### src/rtl/reset_sequencer_pkg.sv
// Shared types for the reset sequencer: FSM states, reset causes and a counter-width helper.
package reset_seq_pkg;

  typedef enum logic [1:0] {ST_HOLD, ST_RELEASE, ST_RUN} rs_state_t;
  typedef enum logic [1:0] {CAUSE_POR, CAUSE_EXT, CAUSE_BTN, CAUSE_WDT} rs_cause_t;

  // Every counter is one bit wider than needed so the limit itself is representable.
  function automatic int cnt_width(input int limit);
    return $clog2(limit) + 1;
  endfunction

endpackage

### src/rtl/reset_sequencer_if.sv
// Board-facing signals of the reset sequencer; master is the sequencer, slave is the surrounding system.
interface reset_sequencer_if
  import reset_seq_pkg::*;
#(
  parameter int NUM_OUT = 3
);

  logic               btn_n_in;
  logic               wdt_en_in;
  logic               wdt_kick_in;
  logic [NUM_OUT-1:0] rst_out;
  logic               ready_out;
  rs_cause_t          cause_out;
  rs_state_t          dbg_state;

  // ready_out is a level, not a handshake: high exactly while the FSM sits in RUN.
  modport master (
    input  btn_n_in, wdt_en_in, wdt_kick_in,
    output rst_out, ready_out, cause_out, dbg_state
  );

  modport slave (
    output btn_n_in, wdt_en_in, wdt_kick_in,
    input  rst_out, ready_out, cause_out, dbg_state
  );

endinterface

### src/rtl/reset_sequencer_btn_debounce.sv
// Push-button conditioning: 2-FF synchroniser, stability counter and a one-cycle press pulse.
module btn_debounce
  import reset_seq_pkg::*;
#(
  parameter int DEBOUNCE_CYC = 8
) (
  input  logic clk_in,
  input  logic reset_in,
  input  logic btn_n_in,
  output logic level_o,
  output logic press_o
);

  localparam int CW = cnt_width(DEBOUNCE_CYC);

  if (DEBOUNCE_CYC < 2) begin : g_bad_debounce
    $error("DEBOUNCE_CYC must be >= 2");
  end

  // All state is stored active-high "pressed" so the all-zero power-up value means released.
  logic          sync1_q, sync2_q;
  logic          level_q, level_d;
  logic          press_q, press_d;
  logic [CW-1:0] cnt_q, cnt_d;

  always_comb begin
    level_d = level_q;
    press_d = 1'b0;
    cnt_d   = '0;
    if (sync2_q != level_q) begin
      if (cnt_q == CW'(DEBOUNCE_CYC - 1)) begin
        level_d = sync2_q;
        press_d = sync2_q;
      end else begin
        cnt_d = cnt_q + 1'b1;
      end
    end
  end

  always_ff @(posedge clk_in) begin
    if (reset_in) begin
      sync1_q <= 1'b0;
      sync2_q <= 1'b0;
      level_q <= 1'b0;
      press_q <= 1'b0;
      cnt_q   <= '0;
    end else begin
      sync1_q <= ~btn_n_in;
      sync2_q <= sync1_q;
      level_q <= level_d;
      press_q <= press_d;
      cnt_q   <= cnt_d;
    end
  end

  assign level_o = level_q;
  assign press_o = press_q;

endmodule

### src/rtl/reset_sequencer.sv
// Staggered reset generator: HOLD all domains, release them in order, then RUN until a
// reset_in, button or watchdog trigger sends it back to HOLD. Records the last cause.
module reset_sequencer
  import reset_seq_pkg::*;
#(
  parameter int NUM_OUT        = 3,
  parameter int HOLD_CYCLES    = 16,
  parameter int STAGGER_CYCLES = 4,
  parameter int DEBOUNCE_CYC   = 8,
  parameter int WDT_TIMEOUT    = 100
) (
  input logic                clk_in,
  input logic                reset_in,
  reset_sequencer_if.master  rs_if
);

  localparam int HOLD_W = cnt_width(HOLD_CYCLES);
  localparam int STAG_W = cnt_width(STAGGER_CYCLES);
  localparam int WDT_W  = cnt_width(WDT_TIMEOUT);

  if (NUM_OUT < 1) begin : g_bad_num_out
    $error("NUM_OUT must be >= 1");
  end
  if (HOLD_CYCLES < 1) begin : g_bad_hold
    $error("HOLD_CYCLES must be >= 1");
  end
  if (STAGGER_CYCLES < 1) begin : g_bad_stagger
    $error("STAGGER_CYCLES must be >= 1");
  end
  if (WDT_TIMEOUT < 2) begin : g_bad_wdt
    $error("WDT_TIMEOUT must be >= 2");
  end

  // rel_q is the released-domain mask (thermometer from bit 0), so zero power-up state = all in reset.
  rs_state_t          state_q, state_d;
  rs_cause_t          cause_q, cause_d;
  logic [NUM_OUT-1:0] rel_q, rel_d, rel_nxt;
  logic [HOLD_W-1:0]  hold_q, hold_d;
  logic [STAG_W-1:0]  stag_q, stag_d;
  logic [WDT_W-1:0]   wdt_q, wdt_d;
  logic               wdt_fire;
  logic               btn_level, btn_press;

  btn_debounce #(
    .DEBOUNCE_CYC (DEBOUNCE_CYC)
  ) u_btn_debounce (
    .clk_in   (clk_in),
    .reset_in (reset_in),
    .btn_n_in (rs_if.btn_n_in),
    .level_o  (btn_level),
    .press_o  (btn_press)
  );

  assign rel_nxt = (rel_q << 1) | NUM_OUT'(1);

  always_comb begin
    state_d  = state_q;
    cause_d  = cause_q;
    rel_d    = rel_q;
    hold_d   = hold_q;
    stag_d   = stag_q;
    wdt_d    = '0;
    wdt_fire = 1'b0;

    // A kick on the timeout cycle clears the counter instead of firing.
    if (state_q == ST_RUN && rs_if.wdt_en_in) begin
      if (rs_if.wdt_kick_in) begin
        wdt_d = '0;
      end else if (wdt_q == WDT_W'(WDT_TIMEOUT)) begin
        wdt_fire = 1'b1;
      end else begin
        wdt_d = wdt_q + 1'b1;
      end
    end

    if (btn_press || wdt_fire) begin
      state_d = ST_HOLD;
      cause_d = btn_press ? CAUSE_BTN : CAUSE_WDT;
      rel_d   = '0;
      hold_d  = '0;
      stag_d  = '0;
      wdt_d   = '0;
    end else begin
      case (state_q)
        ST_HOLD: begin
          if (btn_level) begin
            hold_d = '0;
          end else if (hold_q == HOLD_W'(HOLD_CYCLES - 1)) begin
            hold_d  = '0;
            rel_d   = rel_nxt;
            state_d = (NUM_OUT == 1) ? ST_RUN : ST_RELEASE;
          end else begin
            hold_d = hold_q + 1'b1;
          end
        end
        ST_RELEASE: begin
          if (stag_q == STAG_W'(STAGGER_CYCLES - 1)) begin
            stag_d = '0;
            rel_d  = rel_nxt;
            if (rel_nxt[NUM_OUT-1]) state_d = ST_RUN;
          end else begin
            stag_d = stag_q + 1'b1;
          end
        end
        ST_RUN: ;
        default: begin
          state_d = ST_HOLD;
          rel_d   = '0;
        end
      endcase
    end
  end

  always_ff @(posedge clk_in) begin
    if (reset_in) begin
      state_q <= ST_HOLD;
      cause_q <= CAUSE_EXT;
      rel_q   <= '0;
      hold_q  <= '0;
      stag_q  <= '0;
      wdt_q   <= '0;
    end else begin
      state_q <= state_d;
      cause_q <= cause_d;
      rel_q   <= rel_d;
      hold_q  <= hold_d;
      stag_q  <= stag_d;
      wdt_q   <= wdt_d;
    end
  end

  assign rs_if.rst_out   = ~rel_q;
  assign rs_if.ready_out = (state_q == ST_RUN);
  assign rs_if.cause_out = cause_q;
  assign rs_if.dbg_state = state_q;

endmodule

### src/flat_wrapper.sv
// flat-port wrapper written by rule: the top's interface ports become plain ports
module reset_sequencer_flat import reset_seq_pkg::*;
#(
  parameter int NUM_OUT        = 3,
  parameter int HOLD_CYCLES    = 16,
  parameter int STAGGER_CYCLES = 4,
  parameter int DEBOUNCE_CYC   = 8,
  parameter int WDT_TIMEOUT    = 100
)
  (clk_in, reset_in, rs_if_btn_n_in, rs_if_wdt_en_in, rs_if_wdt_kick_in, rs_if_rst_out, rs_if_ready_out, rs_if_cause_out, rs_if_dbg_state);
  reset_sequencer_if #(.NUM_OUT(NUM_OUT)) rs_if_i ();
  input logic clk_in;
  input logic reset_in;
  input wire logic [$bits(rs_if_i.btn_n_in)-1:0] rs_if_btn_n_in;
  input wire logic [$bits(rs_if_i.wdt_en_in)-1:0] rs_if_wdt_en_in;
  input wire logic [$bits(rs_if_i.wdt_kick_in)-1:0] rs_if_wdt_kick_in;
  output wire logic [$bits(rs_if_i.rst_out)-1:0] rs_if_rst_out;
  output wire logic [$bits(rs_if_i.ready_out)-1:0] rs_if_ready_out;
  output wire logic [$bits(rs_if_i.cause_out)-1:0] rs_if_cause_out;
  output wire logic [$bits(rs_if_i.dbg_state)-1:0] rs_if_dbg_state;
  assign rs_if_i.btn_n_in = rs_if_btn_n_in;
  assign rs_if_i.wdt_en_in = rs_if_wdt_en_in;
  assign rs_if_i.wdt_kick_in = rs_if_wdt_kick_in;
  assign rs_if_rst_out = rs_if_i.rst_out;
  assign rs_if_ready_out = rs_if_i.ready_out;
  assign rs_if_cause_out = rs_if_i.cause_out;
  assign rs_if_dbg_state = rs_if_i.dbg_state;
  reset_sequencer #(.NUM_OUT(NUM_OUT), .HOLD_CYCLES(HOLD_CYCLES), .STAGGER_CYCLES(STAGGER_CYCLES), .DEBOUNCE_CYC(DEBOUNCE_CYC), .WDT_TIMEOUT(WDT_TIMEOUT)) u_core (.clk_in(clk_in), .reset_in(reset_in), .rs_if(rs_if_i));
endmodule
### config.mk
export PLATFORM = sky130hd
export DESIGN_NAME = reset_sequencer_flat
export DESIGN_NICKNAME = d
export VERILOG_FILES = /design/src/rtl/reset_sequencer_pkg.sv /design/src/rtl/reset_sequencer_if.sv /design/src/rtl/reset_sequencer_btn_debounce.sv /design/src/rtl/reset_sequencer.sv /design/src/flat_wrapper.sv
export SDC_FILE = /design/constraint.sdc
export NUM_CORES = 1
export LEC_CHECK = 0
export CORE_UTILIZATION = 31
export CTS_CLUSTER_SIZE = 14
export DETAILED_ROUTE_END_ITERATION = 6
export SLEW_MARGIN = 20
export SYNTH_ARGS = -nofsm -noshare
export SYNTH_HDL_FRONTEND = slang
export SYNTH_SLANG_ARGS = --single-unit
### constraint.sdc
create_clock -name clk_in -period 4.3 [get_ports clk_in]
set_input_delay 0.86 -clock clk_in [delete_from_list [all_inputs] [get_ports clk_in]]
set_output_delay 0.86 -clock clk_in [all_outputs]
set_load 0.01 [all_outputs]
==> flow_summary_export.csv <==
group,metric,value,unit
critical_path,worst_path_max_delay_cell,"clkdlybuf4s50_1",
synth,synthCells,155,
floorplanning,ios,13,
critical_path,cp-end-kind,"output pin",
critical_path,critical_path.endpoint,"rs_if_ready_out",
sta,period_needed,2.47,ns
clock_tree,hold_buffers,0,
synth,synth_area,1360,sq um
sta,tightest_slew,0.551,ns
global_routing,grt_pass1_vias,922,
clock_tree,cts_max_path_buffers,2,
floorplanning,die-area,4660,sq um
pwr,ir_drop,128,uV
critical_path,r2r-start,"u_core.rs_if.dbg_state[1]",
clock_tree,cts_htree_levels,2,
critical_path,worstSetupPathType,"reg2out",
floorplanning,die_w,68.3,microns
placement,portBuffers,12,
clock_tree,cts_resized,0,
synth,ys_warn_count,0,
pwr,power,0.615,mW
clock_tree,numCtsBuffers,5,
floorplanning,rows,23,
global_routing,grt_max_degree,14,
route,vias_per_cell,4.89,
floorplanning,core,4120,sq um
synth,ys.flop_type,"dfxtp_1",
synth,synth_cell_types,34,
synth,synth-seq-cells,31,
route,routed_wl,2500,microns
sta,finClkSkew,0.00524,ns
sta,setup_slack,1.83,ns
hold_path,min_path_type,"reg2reg",
global_routing,grt_use_total,12.1,%
route,drt_pass1_iterations,4,
synth,avgSynthCellArea,8.79,sq um
clock_tree,post-cts-setup-buffers,0,
synth,synthArstFlopShare,0,%
placement,globalplace.congestion,0.795,
critical_path,setup.worst_path.start,"u_core.rs_if.dbg_state[1]",
clock_tree,clk_pin_slew,0.07,ns
critical_path,worstPathCellList,"nor2b_1 > clkdlybuf4s50_1",
synth,synth_edf_count,0,
sta,slew_viol_final,0,
critical_path,ff2ff_path_depth,4,
floorplanning,start_util,33.1,%
critical_path,critical_path_arrival,1.61,ns
sta,finalCritPeriodShare,57.4,%
clock_tree,cts_root_buf,"clkbuf_8",
sta,rsz0062_at_grt,"no",
sta,max_freq,405,MHz
placement,dpl.hpwl,1730,microns
global_routing,antenna_found_initial,0,
sta,final-setup-viol-count,0,
layout,design_area,1620,sq um
synth,syn-num-nets,165,
critical_path,worst_path_largest_cell_delay,0.55,ns
pwr,leakagePower,0.571,nW
clock_tree,clock_latency,0.28,ns
critical_path,r2r_slack,2.53,ns
synth,synth_common_cells,"31 x dfxtp_1, 26 x nor2_1, 13 x nand3_1, 10 x nand2_1, 8 x a21oi_1",
route,dr.first_iter.drc_count,62,
layout,diodes,0,
route,wl_per_cell,11.5,microns
floorplanning,chipHeight,68.3,microns
placement,pre_cts_slack,1.74,ns
layout,fin_nets,177,
synth,ys_seq_area_share,45.5,%
placement,place_area,1500,sq um
route,ant_nets,0,
layout,drive_gt1_share,7.74,%
synth,synth.largest_area_cell,"dfxtp_1",
clock_tree,cts.sinks,31,
critical_path,cp-start-kind,"flip-flop",
clock_tree,cts_tree,"built",
route,vias,1065,
synth,yosysTopAreaCellShare,45.5,%
outcome,status,"finished clean",
critical_path,required,3.44,ns
route,drcViolationCount,0,
layout,areaGrowthSynthToFinish,18.9,%
sta,hold_viol,0,
critical_path,cp_max_fo,12,
sta,slew_headroom,63.2,%
synth,synth.most_common_cell,"dfxtp_1",
synth,synth_area_leaders,"dfxtp_1 46%, nor2_1 7.2%, nand3_1 4.8%",
sta,tns,0,ns
pwr,power_density,380,nW/um^2
critical_path,reg2reg_to,"u_core.stag_q[1]",
job,drv_cap,0,
global_routing,overflow,0,
global_routing,grt_pass1_wl,4040,microns
[final cells by class]
| class | instances | area [sq um] |
|---|---|---|
| inverter | 6 | 22.5 |
| sequential | 31 | 621 |
| fill | 406 | 2490 |
| tap | 50 | 62.6 |
| timing repair buffer | 12 | 120 |
| multi-input combinational | 111 | 677 |
| clock inverter | 2 | 35.0 |
| clock buffer | 6 | 82.6 |
[sequential cells by signal, summed over array words and instances, names as in the netlist]
register	flops
u_core.rel_q	3
u_core.u_btn_debounce.level_o	1
u_core.u_btn_debounce.cnt_q	4
u_core.rs_if.cause_out	2
u_core.u_btn_debounce.press_o	1
u_core.rs_if.dbg_state	2
u_core.u_btn_debounce.sync2_q	1
u_core.wdt_q	8
u_core.u_btn_debounce.sync1_q	1
u_core.stag_q	3
u_core.hold_q	5
[per-stage QoR]
stage	hold WS [ns]	std cells	utilization, %
finish	0.444	218	39.4
global route	0.447	218	39.4
global placement	0.420	210	36.5
detailed placement	0.429	210	36.5
CTS	0.439	218	39.4
floorplan	0.410	155	-
[power breakdown]
part / switching, mW / internal, mW / leakage [nW] / total (mW)
Combinational: 0.00974 / 0.0125 / 0.259 / 0.0223
Clock: 0.110 / 0.187 / 0.0612 / 0.297
Sequential: 0.00422 / 0.292 / 0.251 / 0.296
[per-layer routing]
metal / share of wire (%) / GRT usage (%) / vias up / wire length, microns
li1: - / - / 548 / -
met1: 49 / 13.9 / 490 / 1240
met2: 45 / 18.9 / 21 / 1120
met3: 2.8 / 3.00 / 6 / 71
met4: 2.9 / 9.38 / 0 / 72
met5: 0 / 0 / - / 0
[critical path: cells and delay by family, from the launching register on]
family | cells | cell delay [ns]
AND/OR/NAND/NOR | 1 | 0.23
buffers and inverters | 1 | 0.55
flip-flops | 1 | 0.54
[how the worst min path moves through the flow]
stage	from	to	slack, ns	cells past startpoint
final	u_core.stag_q[2]	u_core.stag_q[2]	0.44	2
after global routing	u_core.stag_q[2]	u_core.stag_q[2]	0.45	2
after CTS	u_core.stag_q[2]	u_core.stag_q[2]	0.44	2
after detailed placement	u_core.u_btn_debounce.sync1_q	u_core.u_btn_debounce.sync2_q	0.43	1
after global placement	u_core.stag_q[2]	u_core.stag_q[2]	0.42	2
after floorplan	u_core.stag_q[2]	u_core.stag_q[2]	0.41	2
[cell usage in the layout, fill, tap and decap left out, types with 2 or more instances in the layout]
cell,instances
nand2_1,10
nand2b_1,2
a21oi_2,2
or4_4,2
clkdlybuf4s50_1,12
nand3_1,13
a21oi_1,8
nor2b_1,6
dfxtp_1,31
inv_1,6
nor3_1,4
xor2_1,3
clkbuf_8,6
nor2_1,26
xnor2_1,6
ha_1,5
nor3b_1,2
o21ai_0,4
a31oi_1,4
[kinds of logic after synthesis]
group / synth area share [%]
adders and majority gates: 4.59
and+or+nand+nor: 29.3
AOI/OAI and AO/OA: 9.28
muxes: 0.735
xor gates and xnor gates: 5.79
buffers and inverters: 4.77
DFF: 45.5
No activity file was read; power rests on OpenSTA's default activity.
